[src/rtl/feature_window_avg_if.sv]
// Sample-stream and feature-result bundle for the windowed feature extractor.
interface feature_window_avg_if #(
   parameter int unsigned NUM_CH   = 3,
   parameter int unsigned DATA_W   = 16,
   parameter int unsigned WIN_LOG2 = 3
);
   logic                       sample_valid;
   logic [NUM_CH*DATA_W-1:0]   sample_in;
   logic                       clear;
   logic [NUM_CH*DATA_W-1:0]   avg_out;
   logic [NUM_CH*DATA_W-1:0]   peak_out;
   logic                       feat_valid;
   logic [WIN_LOG2-1:0]        fill_cnt;
   logic [15:0]                win_cnt;

   // Sensor front-end side: drives samples, observes features.
   modport master (
      output sample_valid, sample_in, clear,
      input  avg_out, peak_out, feat_valid, fill_cnt, win_cnt
   );

   // Extractor side.
   modport slave (
      input  sample_valid, sample_in, clear,
      output avg_out, peak_out, feat_valid, fill_cnt, win_cnt
   );
endinterface

[src/rtl/feature_window_avg.sv]
// Per-channel windowed mean/peak extractor. Every channel accumulates the same
// WIN = 2**WIN_LOG2 accepted samples; on the closing sample the mean and peak are
// published together with a one-cycle feat_valid strobe.
module feature_window_avg #(
   parameter int unsigned NUM_CH   = 3,
   parameter int unsigned DATA_W   = 16,
   parameter int unsigned WIN_LOG2 = 3
) (
   input logic                 clk,
   input logic                 rst,
   feature_window_avg_if.slave bus
);
   localparam int unsigned ACC_W = DATA_W + WIN_LOG2;
   // fill_cnt value while the window's final sample is being accepted (WIN-1).
   localparam logic [WIN_LOG2-1:0] LAST_FILL = '1;

   logic [DATA_W-1:0]   smp      [NUM_CH];
   logic [ACC_W-1:0]    sum_acc  [NUM_CH];
   logic [DATA_W-1:0]   peak_acc [NUM_CH];

   logic [ACC_W-1:0]    sum_q    [NUM_CH];
   logic [ACC_W-1:0]    sum_d    [NUM_CH];
   logic [DATA_W-1:0]   peak_q   [NUM_CH];
   logic [DATA_W-1:0]   peak_d   [NUM_CH];
   logic [DATA_W-1:0]   avg_q    [NUM_CH];
   logic [DATA_W-1:0]   avg_d    [NUM_CH];
   logic [DATA_W-1:0]   pk_out_q [NUM_CH];
   logic [DATA_W-1:0]   pk_out_d [NUM_CH];
   logic [WIN_LOG2-1:0] fill_q, fill_d;
   logic [15:0]         win_q, win_d;
   logic                feat_q, feat_d;
   logic                accept, close;

   // Unpack channels and publish registered results onto the bus.
   for (genvar g = 0; g < NUM_CH; g++) begin : g_ch
      assign smp[g] = bus.sample_in[g*DATA_W +: DATA_W];
      assign bus.avg_out[g*DATA_W +: DATA_W]  = avg_q[g];
      assign bus.peak_out[g*DATA_W +: DATA_W] = pk_out_q[g];
   end

   assign bus.feat_valid = feat_q;
   assign bus.fill_cnt   = fill_q;
   assign bus.win_cnt    = win_q;

   // Candidate running sum/peak if this cycle's sample were accepted.
   always_comb begin
      for (int k = 0; k < NUM_CH; k++) begin
         sum_acc[k]  = sum_q[k] + ACC_W'(smp[k]);
         peak_acc[k] = (smp[k] > peak_q[k]) ? smp[k] : peak_q[k];
      end
   end

   // Clear wins over a valid sample; the window closes on its WIN-th accepted sample.
   always_comb begin
      accept = bus.sample_valid && !bus.clear;
      close  = accept && (fill_q == LAST_FILL);
   end

   // Next-state for accumulators, counters and published features.
   always_comb begin
      sum_d    = sum_q;
      peak_d   = peak_q;
      avg_d    = avg_q;
      pk_out_d = pk_out_q;
      fill_d   = fill_q;
      win_d    = win_q;
      feat_d   = 1'b0;
      if (bus.clear) begin
         for (int k = 0; k < NUM_CH; k++) begin
            sum_d[k]  = '0;
            peak_d[k] = '0;
         end
         fill_d = '0;
      end else if (close) begin
         for (int k = 0; k < NUM_CH; k++) begin
            // Truncating divide by WIN: drop the low WIN_LOG2 bits.
            avg_d[k]    = sum_acc[k][WIN_LOG2 +: DATA_W];
            pk_out_d[k] = peak_acc[k];
            sum_d[k]    = '0;
            peak_d[k]   = '0;
         end
         fill_d = '0;
         win_d  = win_q + 16'd1;
         feat_d = 1'b1;
      end else if (accept) begin
         for (int k = 0; k < NUM_CH; k++) begin
            sum_d[k]  = sum_acc[k];
            peak_d[k] = peak_acc[k];
         end
         fill_d = fill_q + WIN_LOG2'(1);
      end
   end

   // State registers; async reset clears everything including published outputs.
   always_ff @(posedge clk or posedge rst) begin
      if (rst) begin
         for (int k = 0; k < NUM_CH; k++) begin
            sum_q[k]    <= '0;
            peak_q[k]   <= '0;
            avg_q[k]    <= '0;
            pk_out_q[k] <= '0;
         end
         fill_q <= '0;
         win_q  <= '0;
         feat_q <= 1'b0;
      end else begin
         sum_q    <= sum_d;
         peak_q   <= peak_d;
         avg_q    <= avg_d;
         pk_out_q <= pk_out_d;
         fill_q   <= fill_d;
         win_q    <= win_d;
         feat_q   <= feat_d;
      end
   end
endmodule

[src/flat_wrapper.sv]
// flat-port wrapper written by rule: the top's interface ports become plain ports
module feature_window_avg_flat 
#(
   parameter int unsigned NUM_CH   = 3,
   parameter int unsigned DATA_W   = 16,
   parameter int unsigned WIN_LOG2 = 3
)
  (clk, rst, bus_sample_valid, bus_sample_in, bus_clear, bus_avg_out, bus_peak_out, bus_feat_valid, bus_fill_cnt, bus_win_cnt);
  feature_window_avg_if #(.NUM_CH(NUM_CH), .DATA_W(DATA_W), .WIN_LOG2(WIN_LOG2)) bus_i ();
  input logic clk;
  input logic rst;
  input wire logic [$bits(bus_i.sample_valid)-1:0] bus_sample_valid;
  input wire logic [$bits(bus_i.sample_in)-1:0] bus_sample_in;
  input wire logic [$bits(bus_i.clear)-1:0] bus_clear;
  output wire logic [$bits(bus_i.avg_out)-1:0] bus_avg_out;
  output wire logic [$bits(bus_i.peak_out)-1:0] bus_peak_out;
  output wire logic [$bits(bus_i.feat_valid)-1:0] bus_feat_valid;
  output wire logic [$bits(bus_i.fill_cnt)-1:0] bus_fill_cnt;
  output wire logic [$bits(bus_i.win_cnt)-1:0] bus_win_cnt;
  assign bus_i.sample_valid = bus_sample_valid;
  assign bus_i.sample_in = bus_sample_in;
  assign bus_i.clear = bus_clear;
  assign bus_avg_out = bus_i.avg_out;
  assign bus_peak_out = bus_i.peak_out;
  assign bus_feat_valid = bus_i.feat_valid;
  assign bus_fill_cnt = bus_i.fill_cnt;
  assign bus_win_cnt = bus_i.win_cnt;
  feature_window_avg #(.NUM_CH(NUM_CH), .DATA_W(DATA_W), .WIN_LOG2(WIN_LOG2)) u_core (.clk(clk), .rst(rst), .bus(bus_i));
endmodule
[config.mk]
export PLATFORM = sky130hd
export DESIGN_NAME = feature_window_avg_flat
export DESIGN_NICKNAME = d
export VERILOG_FILES = /design/src/rtl/feature_window_avg_if.sv /design/src/rtl/feature_window_avg.sv /design/src/flat_wrapper.sv
export SDC_FILE = /design/constraint.sdc
export NUM_CORES = 1
export LEC_CHECK = 0
export CAP_MARGIN = 25
export CELL_PAD_IN_SITES_DETAIL_PLACEMENT = 1
export CELL_PAD_IN_SITES_GLOBAL_PLACEMENT = 2
export CORE_MARGIN = 3
export CORE_UTILIZATION = 38
export CTS_CLUSTER_SIZE = 20
export DETAILED_ROUTE_END_ITERATION = 6
export HOLD_SLACK_MARGIN = 0.02
export PLACE_DENSITY_LB_ADDON = 0.3
export SYNTH_ARGS = -nofsm -noshare
export SYNTH_HDL_FRONTEND = slang
export SYNTH_SLANG_ARGS = --single-unit
[constraint.sdc]
create_clock -name clk -period 18.1 [get_ports clk]
set_input_delay 2.715 -clock clk [delete_from_list [all_inputs] [get_ports clk]]
set_output_delay 2.715 -clock clk [all_outputs]
set_load 0.03 [all_outputs]
==> results.toml, run 1 <==
[place]
place_inst = 1882
io_buffers = 167
gp_congestion = 0.8081
pre_cts_ws_ns = 12.31
dpl.hpwl_mm = 26.38

[synth]
synth_top_family_by_area = "compound AO/OA/AOI/OAI gates"
ys_warn_count = 0
yosysTopAreaCellShare = 0.4276
ys_seq_elements = 221
synthCells = 1330
synth_flop_cell = "dfrtp_1"
yosys.area.top_type = "dfrtp_1"
ys_types = 63
async_flop_share = 1.000
yosys-top-cells-area = "dfrtp_1 43%, ha_1 9.6%, nand2_1 7.2%"
synth-edff-count = 0
postSynthAreaPerCell_um2 = 9.724
synth_fa_ha_area_frac = 0.1004
synth_xor_area_frac = 0.04267
synthMuxAreaShare = 0.05224
syn-cell-area_um2 = 12930
yosysSeqAreaShare = 0.4276
syn-num-nets = 1484
synthSimpleGateAreaFrac = 0.1388
synth-compound-area-share = 0.1937

[outcome]
status = "finished clean"

[floorplan]
start_util = 0.3915
num_rows = 66
fp.dieH_um = 190.5
pin_count = 168
design.core.area_um2 = 33030
fp.dieArea_um2 = 36280
die_w_um = 190.5

[sta]
hold_viol = 0
setup_viol = 0
post-route-min-period_ns = 5.197
tns_ns = 0
fmax_mhz = 192.4
rsz0062_at_grt = "no"
worst_slew_pin_slew_ns = 0.9737
finalCritPeriodShare = 0.2871
maxSlewHeadroom = 0.3509
holdWs_ns = 0.4783
fin_ws_ns = 12.90
skew_ns = 0.01197
slew_viol_final = 0

[global_route]
grt_overflow = 0
antenna_found_initial = 0
grt_max_degree = 99
grt_pass1_wl_mm = 61.51
grt_pass1_vias = 11308
grt.total_usage = 0.2069

[route]
ant_nets = 0
routedWlPerCell_um = 19.32
drt_pre_antenna_iters = 4
via_per_inst = 5.462
vias = 10574
drtIter0Drc = 520
route.detailed.drc = 0
wl_mm = 37.40

[critical_path]
crit_type = "in2reg"
cp_max_fo = 12
reg2regPathDepth = 8
path_cells = "clkdlybuf4s50_1 -> ha_1 -> and4_1 -> nand3_1 -> a211o_1 -> a31oi_2 -> buf_4 -> mux2i_1 -> o21ai_0"
rr_endpoint = "u_core.bus.peak_out[24]"
ff2ff_setup_slack_ns = 14.98
end_kind = "flip-flop"
critPathTopFamily = "buffers and inverters"
cp.arrival_ns = 5.57
critical_path_required_ns = 18.47
critPathLaunchType = "input pin"
crit_slowest_cell = "clkdlybuf4s50_1"
max_stage_delay_ns = 0.54
path_buf_inv = 2
timing.rr.start = "u_core.bus.fill_cnt[0]"

[clock_tree]
htree_levels = 1
clock_latency_ns = 0.54
post_cts.repair.setup_buffers = 0
cts_sinks = 221
holdBufCountCts = 0
cts_resized = 0
cts_buffer_depth = 3
cts_tree = "yes"
cts-buffers-inserted = 28
clk_pin_slew_ns = 0.06
root_buffer = "clkbuf_16"

[hold_path]
whs_path_depth = 1
min_from = "u_core.bus.win_cnt[15]"
hold_path_end = "u_core.bus.win_cnt[15]"
hp-class = "reg2reg"

[layout]
drive_gt1_frac = 0.06760
multi_input_area_um2 = 6844
register_area_um2 = 5530
n_fill_cell = 3658
num_antenna_cells = 0
fin_util = 0.4838
fin_nets = 1627
layout_commonest_cell = "nand2_1"
area_delta_synth_final_pct = 23.56
final_cell_mix = "247 x nand2_1, 221 x dfrtp_1, 167 x clkdlybuf4s50_1"
fin_cells = 1936

[pwr]
ir_drop_mv = 0.07162
p_leak_nw = 7.002
power.density_nw_per_um2 = 89.05

[flow_run]
drv_cap = 0
cell families (layout without fill, tap and decap cells):
group                    after synthesis  count (layout)
AO/OA/AOI/OAI                        356             356
XOR/XNOR                              63              63
adder cells (fa/ha/maj)              102             102
buffers and inverters                132             296
flip-flops                           221             221
multiplexers                          62              62
AND/OR/NAND/NOR                      394             394
state kept, by name, summed over array words and instances, names as in the netlist:
register and cells:
u_core.sum_q 57, u_core.bus.feat_valid 1, u_core.bus.avg_out 48, u_core.bus.peak_out 48, u_core.bus.fill_cnt 3, u_core.bus.win_cnt 16, u_core.peak_q 48
where the power goes:
group	total [mW]	internal, mW	switching [mW]
Clock	0.573	0.355	0.218
Combinational	0.309	0.123	0.186
Sequential	0.540	0.520	0.0201
worst max path at each step:
stage,from,endpoint,slack (ns),cells after the start
finish,bus_sample_in[15],u_core.bus.peak_out[5],12.90,9
global route,bus_clear,u_core.bus.peak_out[25],12.68,7
CTS,bus_clear,u_core.bus.peak_out[24],12.88,7
detailed placement,bus_sample_in[15],u_core.bus.peak_out[4],12.31,9
global placement,bus_clear,u_core.bus.peak_out[18],11.61,7
floorplan,rst,u_core.bus.avg_out[0],9.34,1
metal layers:
layer	wire (µm)	up-vias	global-route usage
li1	-	5073	-
met1	17180	5305	0.2784
met2	18210	152	0.3564
met3	1241	44	0.03015
met4	765	0	0.04347
met5	0	-	0
synth_stat cells (all sizes together), types with 20 or more instances:
library cell / instances
ha: 99
inv: 62
o21ai: 67
o211ai: 47
xnor2: 43
a21oi: 75
dfrtp: 221
nand2: 247
buf: 27
xor2: 20
mux2: 44
nor2: 26
clkbuf: 43
nand4: 24
nand3: 47
a22o: 91
cell type report:
cell class / count / share of cell area
clock buffers: 41 / 0.05137
clock inverters: 10 / 0.008143
inverters: 62 / 0.01511
multi-input cells: 977 / 0.4283
flip-flops and latches: 221 / 0.3461
well taps: 442 / 0.03461
repair buffers: 183 / 0.1164
through the flow:
stage / area [µm²] / total power [mW]
after floorplan: 12930 / 0.7651
after global placement: 14930 / 0.8509
after detailed placement: 14950 / 0.8575
after CTS: 15900 / 1.442
final: 15980 / 1.423
after global routing: 15980 / 1.503
(Power assumes the default switching activity.)
==> run 2: changes to the inputs <==
--- a/config.mk
+++ b/config.mk
@@ -9,7 +9,7 @@
 export CELL_PAD_IN_SITES_DETAIL_PLACEMENT = 1
 export CELL_PAD_IN_SITES_GLOBAL_PLACEMENT = 2
 export CORE_MARGIN = 3
-export CORE_UTILIZATION = 38
+export CORE_UTILIZATION = 32
 export CTS_CLUSTER_SIZE = 20
 export DETAILED_ROUTE_END_ITERATION = 6
 export HOLD_SLACK_MARGIN = 0.02
==> constraint.sdc (replaced) <==
create_clock -name clk -period 4.6 [get_ports clk]
set_input_delay 0.69 -clock clk [delete_from_list [all_inputs] [get_ports clk]]
set_output_delay 0.69 -clock clk [all_outputs]
set_load 0.03 [all_outputs]
==> results.toml, run 2 (synthesis gave the netlist of run 1 again) <==
[global_route]
grt_pass1_wl_mm = 64.25
grt_overflow = 0
antenna_found_initial = 0
grt_max_degree = 169
grt_pass1_vias = 11412
grt.total_usage = 0.1805

[clock_tree]
cts-buffers-inserted = 28
clock_latency_ns = 0.56
cts_resized = 0
cts_buffer_depth = 3
cts_tree = "yes"
htree_levels = 1
cts_sinks = 221
holdBufCountCts = 0
root_buffer = "clkbuf_16"
post_cts.repair.setup_buffers = 0
clk_pin_slew_ns = 0.06

[critical_path]
reg2regPathDepth = 8
crit_type = "in2reg"
cp.arrival_ns = 3.36
crit_slowest_cell = "a221oi_1"
end_kind = "flip-flop"
timing.rr.start = "u_core.sum_q[19]"
startpoint = "bus_sample_in[16]"
critical_path_required_ns = 5.00
cp_max_fo = 4
critPathLaunchType = "input pin"
path_cells = "clkdlybuf4s50_1 -> ha_1 -> fa_1 -> a21o_1 -> a221oi_1 -> o31a_1 -> o41a_1 -> xnor2_1 -> o21ai_1"
max_stage_delay_ns = 0.51

[layout]
layout_commonest_cell = "nand2_1"
fin_cells = 2021
final_cell_mix = "247 x nand2_1, 221 x dfrtp_1, 167 x clkdlybuf4s50_1"
drive_gt1_frac = 0.07286
n_fill_cell = 4523
fin_nets = 1628
largest-register = "u_core.sum_q"
area_delta_synth_final_pct = 25.35
num_antenna_cells = 0
largest_register_ffs = 57

[flow_run]
drv_cap = 0

[pwr]
ir_drop_mv = 0.2804
power_mw = 5.874
p_leak_nw = 7.058
power.density_nw_per_um2 = 362.3

[route]
via_per_inst = 5.249
route.detailed.drc = 0
routedWlPerCell_um = 19.29
ant_nets = 0
drtIter0Drc = 440
vias = 10609
wl_mm = 38.98
drt_pre_antenna_iters = 4

[floorplan]
design.core.area_um2 = 39820
pin_count = 168
start_util = 0.3247
fp.dieH_um = 207.0
die_w_um = 207.0
fp.dieArea_um2 = 42860
num_rows = 73

[hold_path]
whs_path_depth = 2
min_from = "u_core.bus.avg_out[38]"
hp-class = "reg2reg"

[place]
io_buffers = 167
gp_congestion = 0.7835
dpl.hpwl_mm = 27.45
pre_cts_ws_ns = 1.090
place_inst = 1969

[sta]
holdWs_ns = 0.4706
skew_ns = 0.01204
rsz0062_at_grt = "no"
fin_ws_ns = 1.646
hold_viol = 0
finalCritPeriodShare = 0.6422
maxSlewHeadroom = 0.3094
worst_slew_pin_slew_ns = 1.036
slew_viol_final = 0
setup_viol = 0
fmax_mhz = 338.5
tns_ns = 0
post-route-min-period_ns = 2.954

[outcome]
status = "finished clean"
==> run 2: cell types whose count changed in the layout (fill, tap and decap cells not counted), sizes merged <==
cell      before  now
bufinv         3    5
buf           16   17
inv           61   60
clkbuf        41   42
clkinv         6    3
clkinvlp       2    4
==> run 2: critical path, delay by kind of cell <==
family | cells | cell delay (ns)
xor gates and xnor gates | 1 | 0.14
AOI/OAI and AO/OA | 5 | 1.32
adders and majority gates | 2 | 0.71
buffers and inverters | 1 | 0.50
==> run 2: area by class of cell <==
cell class                 instances  area (µm²)  share of cell area
multi-input combinational        977        6844              0.4222
sequential                       221        5530              0.3412
timing repair buffer             184        1864              0.1150
clock buffer                      42       894.6             0.05519
tap                              525       656.9             0.04052
inverter                          62       237.7             0.01467
clock inverter                    10       182.7             0.01127
==> run 2: path summary, 6_finish.rpt <==
check / slack [ns] / endpoint
worst max-delay path: 1.65 / u_core.bus.avg_out[31]
worst min-delay path: 0.47 / u_core.bus.avg_out[38]
worst max register to register: 1.96 / u_core.bus.avg_out[31]
worst min register to register: 0.47 / u_core.bus.avg_out[38]
max in group asynchronous: 3.04 / u_core.sum_q[55]
min in group asynchronous: 0.78 / u_core.bus.win_cnt[1]
==> run 2: layer usage <==
layer	vias up	track usage	wire length (µm)
li1	5073	-	-
met1	5348	0.2389	17810
met2	148	0.3121	19040
met3	40	0.03090	1517
met4	0	0.03652	609
met5	-	0	0
==> run 2: per-stage QoR <==
step | area (µm²) | util
3_5_place_dp | 15130 | 0.3800
4_1_cts | 16210 | 0.4071
6_report | 16210 | 0.4071
3_3_place_gp | 15080 | 0.3786
2_1_floorplan | 12940 | -
5_1_grt | 16210 | 0.4071
==> run 2: where the power goes <==
part / internal (mW) / leakage (nW) / switching [mW]
Clock: 1.61 / 0.524 / 0.916
Combinational: 0.483 / 3.50 / 0.734
Sequential: 2.05 / 3.03 / 0.0789
Total: 4.14 / 7.06 / 1.73
==> run 3: changes to the inputs <==
==> constraint.sdc (replaced) <==
create_clock -name clk -period 2.7 [get_ports clk]
set_input_delay 0.405 -clock clk [delete_from_list [all_inputs] [get_ports clk]]
set_output_delay 0.405 -clock clk [all_outputs]
set_load 0.03 [all_outputs]
==> results.toml, run 3 (synthesis gave the netlist of run 1 again) <==
[outcome]
status = "finished clean"

[hold_path]
hp-class = "in2async"

[floorplan]
fp.dieArea_um2 = 42860
die_w_um = 207.0
design.core.area_um2 = 39820
num_rows = 73
start_util = 0.3247
pin_count = 168
fp.dieH_um = 207.0

[route]
drtIter0Drc = 320
ant_nets = 0
via_per_inst = 5.125
route.detailed.drc = 0
routedWlPerCell_um = 18.71
wl_mm = 41.36
drt_pre_antenna_iters = 4
vias = 11326

[global_route]
grt_pass1_wl_mm = 67.91
grt_overflow = 0
grt.total_usage = 0.1907
grt_max_degree = 112
grt_pass1_vias = 12213
antenna_found_initial = 0

[layout]
num_antenna_cells = 0
finalInstanceArea_um2 = 17600
final_cell_mix = "247 x nand2_1, 221 x dfrtp_1, 196 x buf_4"
fin_nets = 1818
drive_gt1_frac = 0.1757
area_delta_synth_final_pct = 36.12
largest-register = "u_core.sum_q"
largest_register_ffs = 57
layout_commonest_cell = "nand2_1"

[critical_path]
crit_type = "in2reg"
cp_max_fo = 4
startpoint = "bus_sample_in[16]"
max_stage_delay_ns = 0.50
timing.rr.start = "u_core.sum_q[19]"
crit_slowest_cell = "clkdlybuf4s50_1"
end_kind = "flip-flop"
critPathLaunchType = "input pin"
path_buf_inv = 2
critical_path_required_ns = 3.13
cp.arrival_ns = 3.01
critPathTopFamily = "buffers and inverters"
path_cells = "clkdlybuf4s50_1 -> ha_1 -> fa_1 -> a21o_1 -> a221oi_1 -> buf_4 -> or4_1 -> nor2b_1 -> xnor2_1 -> mux2_2"

[clock_tree]
cts_resized = 0
clock_latency_ns = 0.56
clk_pin_slew_ns = 0.06
cts_buffer_depth = 3
root_buffer = "clkbuf_16"
cts-buffers-inserted = 29
cts_sinks = 221
htree_levels = 1
holdBufCountCts = 0
post_cts.repair.setup_buffers = 0
cts_tree = "yes"

[sta]
finalCritPeriodShare = 0.9572
setup_viol = 0
skew_ns = 0.01433
slew_viol_final = 0
maxSlewHeadroom = 0.6202
hold_viol = 0
post-route-min-period_ns = 2.584
rsz0062_at_grt = "no"
fmax_mhz = 386.9
worst_slew_pin_slew_ns = 0.5698
tns_ns = 0

[place]
gp_congestion = 0.8126
dpl-instance-area_um2 = 16610
io_buffers = 167
dpl.hpwl_mm = 30.21

[flow_run]
drv_cap = 0

[pwr]
p_leak_nw = 7.949
power.density_nw_per_um2 = 583.1
ir_drop_mv = 0.4940
[run 3: cell count changes in the layout (fill, tap and decap cells not counted), moves of 2 or more]
cell	previous run	this run
buf_16	2	0
bufinv_16	5	3
buf_12	2	10
clkbuf_1	1	3
buf_4	13	196
clkinv_2	3	7
clkbuf_8	12	8
[run 3: stage by stage]
step / util / setup WS, ns / power, mW / std cells / hold slack, ns
after floorplan: - / -0.5871 / 5.130 / 1330 / 0.4538
after global placement: 0.4171 / -0.4155 / 6.234 / 2158 / 0.4569
after detailed placement: 0.4171 / -0.4506 / 6.302 / 2158 / 0.4614
after CTS: 0.4420 / 0.1623 / 10.42 / 2210 / 0.4004
after global routing: 0.4420 / 0.007817 / 10.84 / 2210 / 0.4339
final: 0.4420 / 0.1157 / 10.27 / 2210 / 0.3775
[run 3: worst reg2reg max path: cells and delay by family, from the launching register on]
kind            cells  cell delay, ns
xor+xnor            1            0.11
compound gates      2            0.54
mux                 1            0.28
buf+inv             1            0.20
fa+ha+maj           2            0.62
simple gates        2            0.30
flops               1            0.38
[run 3: final timing paths]
check	end	slack, ns	depth (start not counted)
min in group clk	u_core.bus.avg_out[38]	0.47	2
worst max-delay path	u_core.bus.avg_out[25]	0.12	10
max in group asynchronous	u_core.peak_q[28]	1.82	3
worst min-delay path	u_core.sum_q[18]	0.38	3
worst min register to register	u_core.bus.avg_out[38]	0.47	2
worst max register to register	u_core.bus.avg_out[25]	0.15	9
[run 3: routing by layer]
layer,track usage,wire (µm),vias up
li1,-,-,5451
met3,0.02817,1319,51
met1,0.2511,18620,5670
met2,0.3343,20540,154
met5,0,0,-
met4,0.03979,884,0
[run 3: power by group]
part	total, mW	switching, mW	internal [mW]
Clock	4.03	1.57	2.46
Combinational	2.61	1.38	1.23
Sequential	3.63	0.141	3.49
Total	10.3	3.08	7.18
[run 3: final cells by class]
cell class | instances | area (µm²)
Timing Repair Buffer | 373 | 3343
Multi-Input combinational cell | 977 | 6844
Clock inverter | 12 | 143.9
Sequential cell | 221 | 5530
Fill cell | 4517 | 22220
Clock buffer | 40 | 847.1
Tap cell | 525 | 656.9
Inverter | 62 | 237.7
==> variant 1: new RTL, flow settings as in run 2 <==
`WIN_LOG2` is set to 3 in 3 places; all go to 4.
--- a/src/rtl/feature_window_avg_if.sv
+++ b/src/rtl/feature_window_avg_if.sv
@@ -2,7 +2,7 @@
 interface feature_window_avg_if #(
    parameter int unsigned NUM_CH   = 3,
    parameter int unsigned DATA_W   = 16,
-   parameter int unsigned WIN_LOG2 = 3
+   parameter int unsigned WIN_LOG2 = 4
 );
    logic                       sample_valid;
    logic [NUM_CH*DATA_W-1:0]   sample_in;
--- a/src/rtl/feature_window_avg.sv
+++ b/src/rtl/feature_window_avg.sv
@@ -4,7 +4,7 @@
 module feature_window_avg #(
    parameter int unsigned NUM_CH   = 3,
    parameter int unsigned DATA_W   = 16,
-   parameter int unsigned WIN_LOG2 = 3
+   parameter int unsigned WIN_LOG2 = 4
 ) (
    input logic                 clk,
    input logic                 rst,
--- a/src/flat_wrapper.sv
+++ b/src/flat_wrapper.sv
@@ -3,7 +3,7 @@
 #(
    parameter int unsigned NUM_CH   = 3,
    parameter int unsigned DATA_W   = 16,
-   parameter int unsigned WIN_LOG2 = 3
+   parameter int unsigned WIN_LOG2 = 4
 )
   (clk, rst, bus_sample_valid, bus_sample_in, bus_clear, bus_avg_out, bus_peak_out, bus_feat_valid, bus_fill_cnt, bus_win_cnt);
   feature_window_avg_if #(.NUM_CH(NUM_CH), .DATA_W(DATA_W), .WIN_LOG2(WIN_LOG2)) bus_i ();
Ports: changed (resized bus_fill_cnt); port bits go from 168 to 169. No check against the original RTL was run, so the function may have changed too.
==> variant 1 against run 2 <==
Critical path depth up 2. Sequential share of layout area is 1.8 points higher. Sequential cell count rose by 4. Area after synthesis is 3.9% lower. Count of clock-buffer cells in the layout shrank 5. Via count down 6.5%. Register-to-register slack worse by 30 ps. Global-route usage decreased by 0.70 points. Wire length shrank 8.5%. Power decreased by 2.9%. Cell area down 3.4%. Setup slack got worse by 90 ps. Highest routed layer unchanged.
==> variant 1: results (changes against run 2) <==
\begin{tabular}{lr}
\hline
Metric & Value \\
\hline
\multicolumn{2}{l}{\textbf{Logic synthesis}} \\
Post-Synthesis Cells & 1232 (-7.4\%) \\
Leading post-synthesis cells by cell area & dfrtp\_1, ha\_1, a22o\_1, nand2\_1, mux2i\_1 \\
Net Count, Synth & 1385 (-6.7\%) \\
Most instantiated cells after synthesis & dfrtp\_1, nand2\_1, ha\_1, o21ai\_0, a22o\_1 \\
Avg Inst Size Synth & 10.1 sq um (+3.8\%) \\
\multicolumn{2}{l}{\textbf{Hold path}} \\
Beginning of the worst hold path & u\_core.bus.win\_cnt[15]\$\_DFFE\_PP0P\_ \\
Worst Hold Depth & 1 (-1) \\
Destination of the worst hold path & u\_core.bus.win\_cnt[15]\$\_DFFE\_PP0P\_ \\
\multicolumn{2}{l}{\textbf{Finish}} \\
Clock Network Area Fraction & 6.15\% (-0.49 points) \\
Number of flip-flops under the largest register name & 60 (+5.3\%) \\
Multi-input combinational cell count & 882 (-9.7\%) \\
Layout buffering overhead excluding clock cells & 11.8\% (+0.32 points) \\
Number of flip-flops and latches & 225 (+1.8\%) \\
Fill cells & 4310 (-4.7\%) \\
Final non-filler cell total & 1925 (-4.8\%) \\
Nonclk buf count & 185 (+0.54\%) \\
Fraction of area in multi-input gates & 40.3\% (-2.0 points) \\
\multicolumn{2}{l}{\textbf{Critical path}} \\
Start point of the critical path & bus\_sample\_in[0] \\
R2R Path End & u\_core.sum\_q[58]\$\_DFFE\_PP0P\_ \\
Highest fanout seen on the critical path & 6 (+2) \\
Master of the slowest instance on the critical path & clkdlybuf4s50\_1 \\
Crit path arrival time & 3450 ps (+90 ps) \\
Worst reg-to-reg setup slack & 1930 ps (-30 ps) \\
Crit path largest cell delay & 540 ps (+30 ps) \\
\multicolumn{2}{l}{\textbf{Drt}} \\
Iter 0 DRT Violations & 413 (-6.1\%) \\
Routed wire per std cell & 18.5 microns (-4.0\%) \\
Vias per inst & 5.15 (-1.8\%) \\
\multicolumn{2}{l}{\textbf{Timing}} \\
Shortest clock period the worst path allows after layout & 3040 ps (+90.0 ps) \\
Worst-case clock skew & 10.2 ps (-1.82 ps) \\
Worst Hold Slack & 464 ps (-7.03 ps) \\
\multicolumn{2}{l}{\textbf{Power and ir drop}} \\
Power in the clock group & 0.00233 W (-7.9\%) \\
Sequential Power & 0.00218 W (+2\%) \\
Internal power & 0.00402 W (-3.1\%) \\
\multicolumn{2}{l}{\textbf{Placed design}} \\
Detailed-placement wirelength estimate & 25600 microns (-6.9\%) \\
Final weighted congestion of routability-driven global placement & 0.783 (about the same) \\
\multicolumn{2}{l}{\textbf{Global route}} \\
Largest net degree at the start of global routing & 87 (-49\%) \\
Global router's overall resource usage & 17.3\% (-0.70 points) \\
\multicolumn{2}{l}{\textbf{Status}} \\
Run status & finished, final reports clean \\
\hline
\end{tabular}
## variant 1: cell types whose count changed in the layout (fill, tap and decap cells not counted), moves of 9 or more
cell and delta:
nand2_1 -73, o21ai_1 -14, inv_1 +9, a21oi_1 -20
o211ai_1 -41, a31oi_1 +12, clkbuf_8 -9, nand3_1 -11
a21o_1 +15, o21ai_0 +41, mux2_1 -26, mux2i_1 +32
## variant 1: metal layers
metal  vias to the layer above  track usage (%)  part of all wire, %
met4                         0             3.66                  1.6
li1                       4734                -                    -
met2                       140             28.7                   47
met1                      5008             24.1                   47
met3                        40             2.89                  4.2
met5                         -                0                    0
## variant 1: cells by family (layout without fill, tap and decap cells)
group | after synthesis | in the layout | share of synthesized area [%]
AOI/OAI and AO/OA | 338 | 338 | 18.7
xor gates and xnor gates | 62 | 62 | 4.37
adders and majority gates | 101 | 101 | 10.3
buffers and inverters | 125 | 307 | 4.20
DFF | 225 | 225 | 45.3
muxes | 68 | 68 | 5.66
and+or+nand+nor | 313 | 313 | 11.5
==> variant 2: new RTL, flow settings as in run 2 <==
Made on the original files. Make the reset (`rst`) synchronous in one clocked block. Comments in the files are not updated.
--- a/src/rtl/feature_window_avg.sv
+++ b/src/rtl/feature_window_avg.sv
@@ -92,7 +92,7 @@
    end
 
    // State registers; async reset clears everything including published outputs.
-   always_ff @(posedge clk or posedge rst) begin
+   always_ff @(posedge clk) begin
       if (rst) begin
          for (int k = 0; k < NUM_CH; k++) begin
             sum_q[k]    <= '0;
Function: differs if rst is asserted again (counterexample within 4 cycles, from zero or initial values and one cycle with rst high); with rst held inactive, the same outputs for 4 cycles.
==> variant 2 against run 2 <==
Cell area fell by 8.1%. Sequential cell count did not move. Register-to-register slack got worse by 230 ps. Hold slack got worse by 13 ps. Setup slack got worse by 300 ps. Final cell count fell by 3.8%. Synthesized cell count fell by 0.45%. Power fell by 13%. Wire length fell by 3.8%. Area after synthesis fell by 8.9%. Critical path type unchanged. Critical endpoint is now u_core.bus.avg_out[31]$_SDFFE_PP0P_. Largest power group unchanged.
==> variant 2: results (changes against run 2) <==
\begin{tabular}{lr}
\hline
Metric & Value \\
\hline
\multicolumn{2}{l}{\textbf{Status}} \\
Run status & finished, final reports clean \\
\multicolumn{2}{l}{\textbf{Power and ir drop}} \\
Sequential Power & 0.00199 W (-7\%) \\
Peak ir drop on the vdd network & 0.287 mV (+2.2\%) \\
Share of power burned in combinational logic & 13.8\% (-6.9 points) \\
Internal power & 0.00376 W (-9.3\%) \\
\multicolumn{2}{l}{\textbf{Timing}} \\
Worst relative slew slack & 48.1\% (+17 points) \\
Worst-case clock skew & 13.4 ps (+1.35 ps) \\
\multicolumn{2}{l}{\textbf{Global route}} \\
First-pass GRT wire length & 59300 microns (-7.6\%) \\
Global routing met3 resource utilization & 2.43\% (-0.66 points) \\
Global router's overall resource usage & 18.7\% (+0.64 points) \\
Global routing met2 resource utilization & 32.2\% (+1.0 points) \\
Vias in the first global route & 10.6k (-6.8\%) \\
\multicolumn{2}{l}{\textbf{Placed design}} \\
Detailed-placement wirelength estimate & 26100 microns (-5.0\%) \\
\multicolumn{2}{l}{\textbf{Logic synthesis}} \\
Most instantiated cells after synthesis & dfxtp\_1, a21oi\_1, nand2\_1, ha\_1, o21ai\_0 \\
Leading post-synthesis cells by cell area & dfxtp\_1, ha\_1, a21oi\_1, o221a\_2, mux2i\_1 \\
FFs w/ async S/R, synth & 0\% (-100 points) \\
Synth cell types & 65 (+3.2\%) \\
Share of synthesized area occupied by flip-flops and latches & 37.6\% (-5.2 points) \\
\multicolumn{2}{l}{\textbf{Finish}} \\
Clock Network Area Fraction & 6.87\% (+0.23 points) \\
Clock Buffer Count & 40 (-4.8\%) \\
Final nets & 1616 (-0.74\%) \\
Nonclk buf count & 187 (+1.6\%) \\
Layout cell share with drive strength beyond 1 & 10.8\% (+3.5 points) \\
Fraction of area in multi-input gates & 45.5\% (+3.2 points) \\
Fill cells & 4149 (-8.3\%) \\
Number of flip-flops and latches & 221 (unchanged) \\
Multi-input combinational cell count & 951 (-2.7\%) \\
Layout buffering overhead excluding clock cells & 12.2\% (+0.75 points) \\
\multicolumn{2}{l}{\textbf{Drt}} \\
Routed wire length on met3 & 1350 microns (-11\%) \\
Met2 wire len & 17600 microns (-7.6\%) \\
Vias & 10.4k (-1.7\%) \\
Routed wire per std cell & 19.3 microns (about the same) \\
Post-Route M1 WL & 18100 microns (+1.8\%) \\
\multicolumn{2}{l}{\textbf{Hold path}} \\
Destination of the worst hold path & u\_core.bus.avg\_out[1]\$\_SDFFE\_PP0P\_ \\
Beginning of the worst hold path & u\_core.bus.avg\_out[1]\$\_SDFFE\_PP0P\_ \\
\multicolumn{2}{l}{\textbf{Critical path}} \\
Worst Reg-to-Reg Cells & 10 (+2) \\
Origin of the critical flop-to-flop path & u\_core.sum\_q[19]\$\_SDFFE\_PP0P\_ \\
Destination of the critical timing path & u\_core.bus.avg\_out[31]\$\_SDFFE\_PP0P\_ \\
Crit path largest cell delay & 540 ps (+30 ps) \\
\hline
\end{tabular}
-- variant 2: cell types whose count changed in the layout (fill, tap and decap cells not counted), moves of 39 or more --
| cell | change |
|---|---|
| a21oi_1 | +83 |
| a22o_1 | -88 |
| dfxtp_1 | +221 |
| o21ai_0 | +43 |
| nor2_1 | +53 |
| dfrtp_1 | -221 |
| o211ai_1 | -39 |
| nand2_1 | -148 |
| o221a_2 | +60 |
-- variant 2: through the flow --
step	hold slack [ps]	power, W	setup slack, ps	area [sq um]	instances
CTS	461	0.00519	1360	14900	1944
global route	474	0.00536	1100	14900	1944
detailed placement	455	0.00273	811	13900	1893
floorplan	436	0.00250	1760	11800	1324
global placement	443	0.00272	866	13900	1893
finish	458	0.00512	1340	14900	1944
-- variant 2: logic make-up after synthesis --
family | count (synthesis) | synth area share, %
buf+inv | 152 | 5.11
flops | 221 | 37.6
mux | 50 | 4.25
xor+xnor | 56 | 4.16
simple gates | 308 | 12.8
fa+ha+maj | 102 | 11.0
compound gates | 435 | 25.1
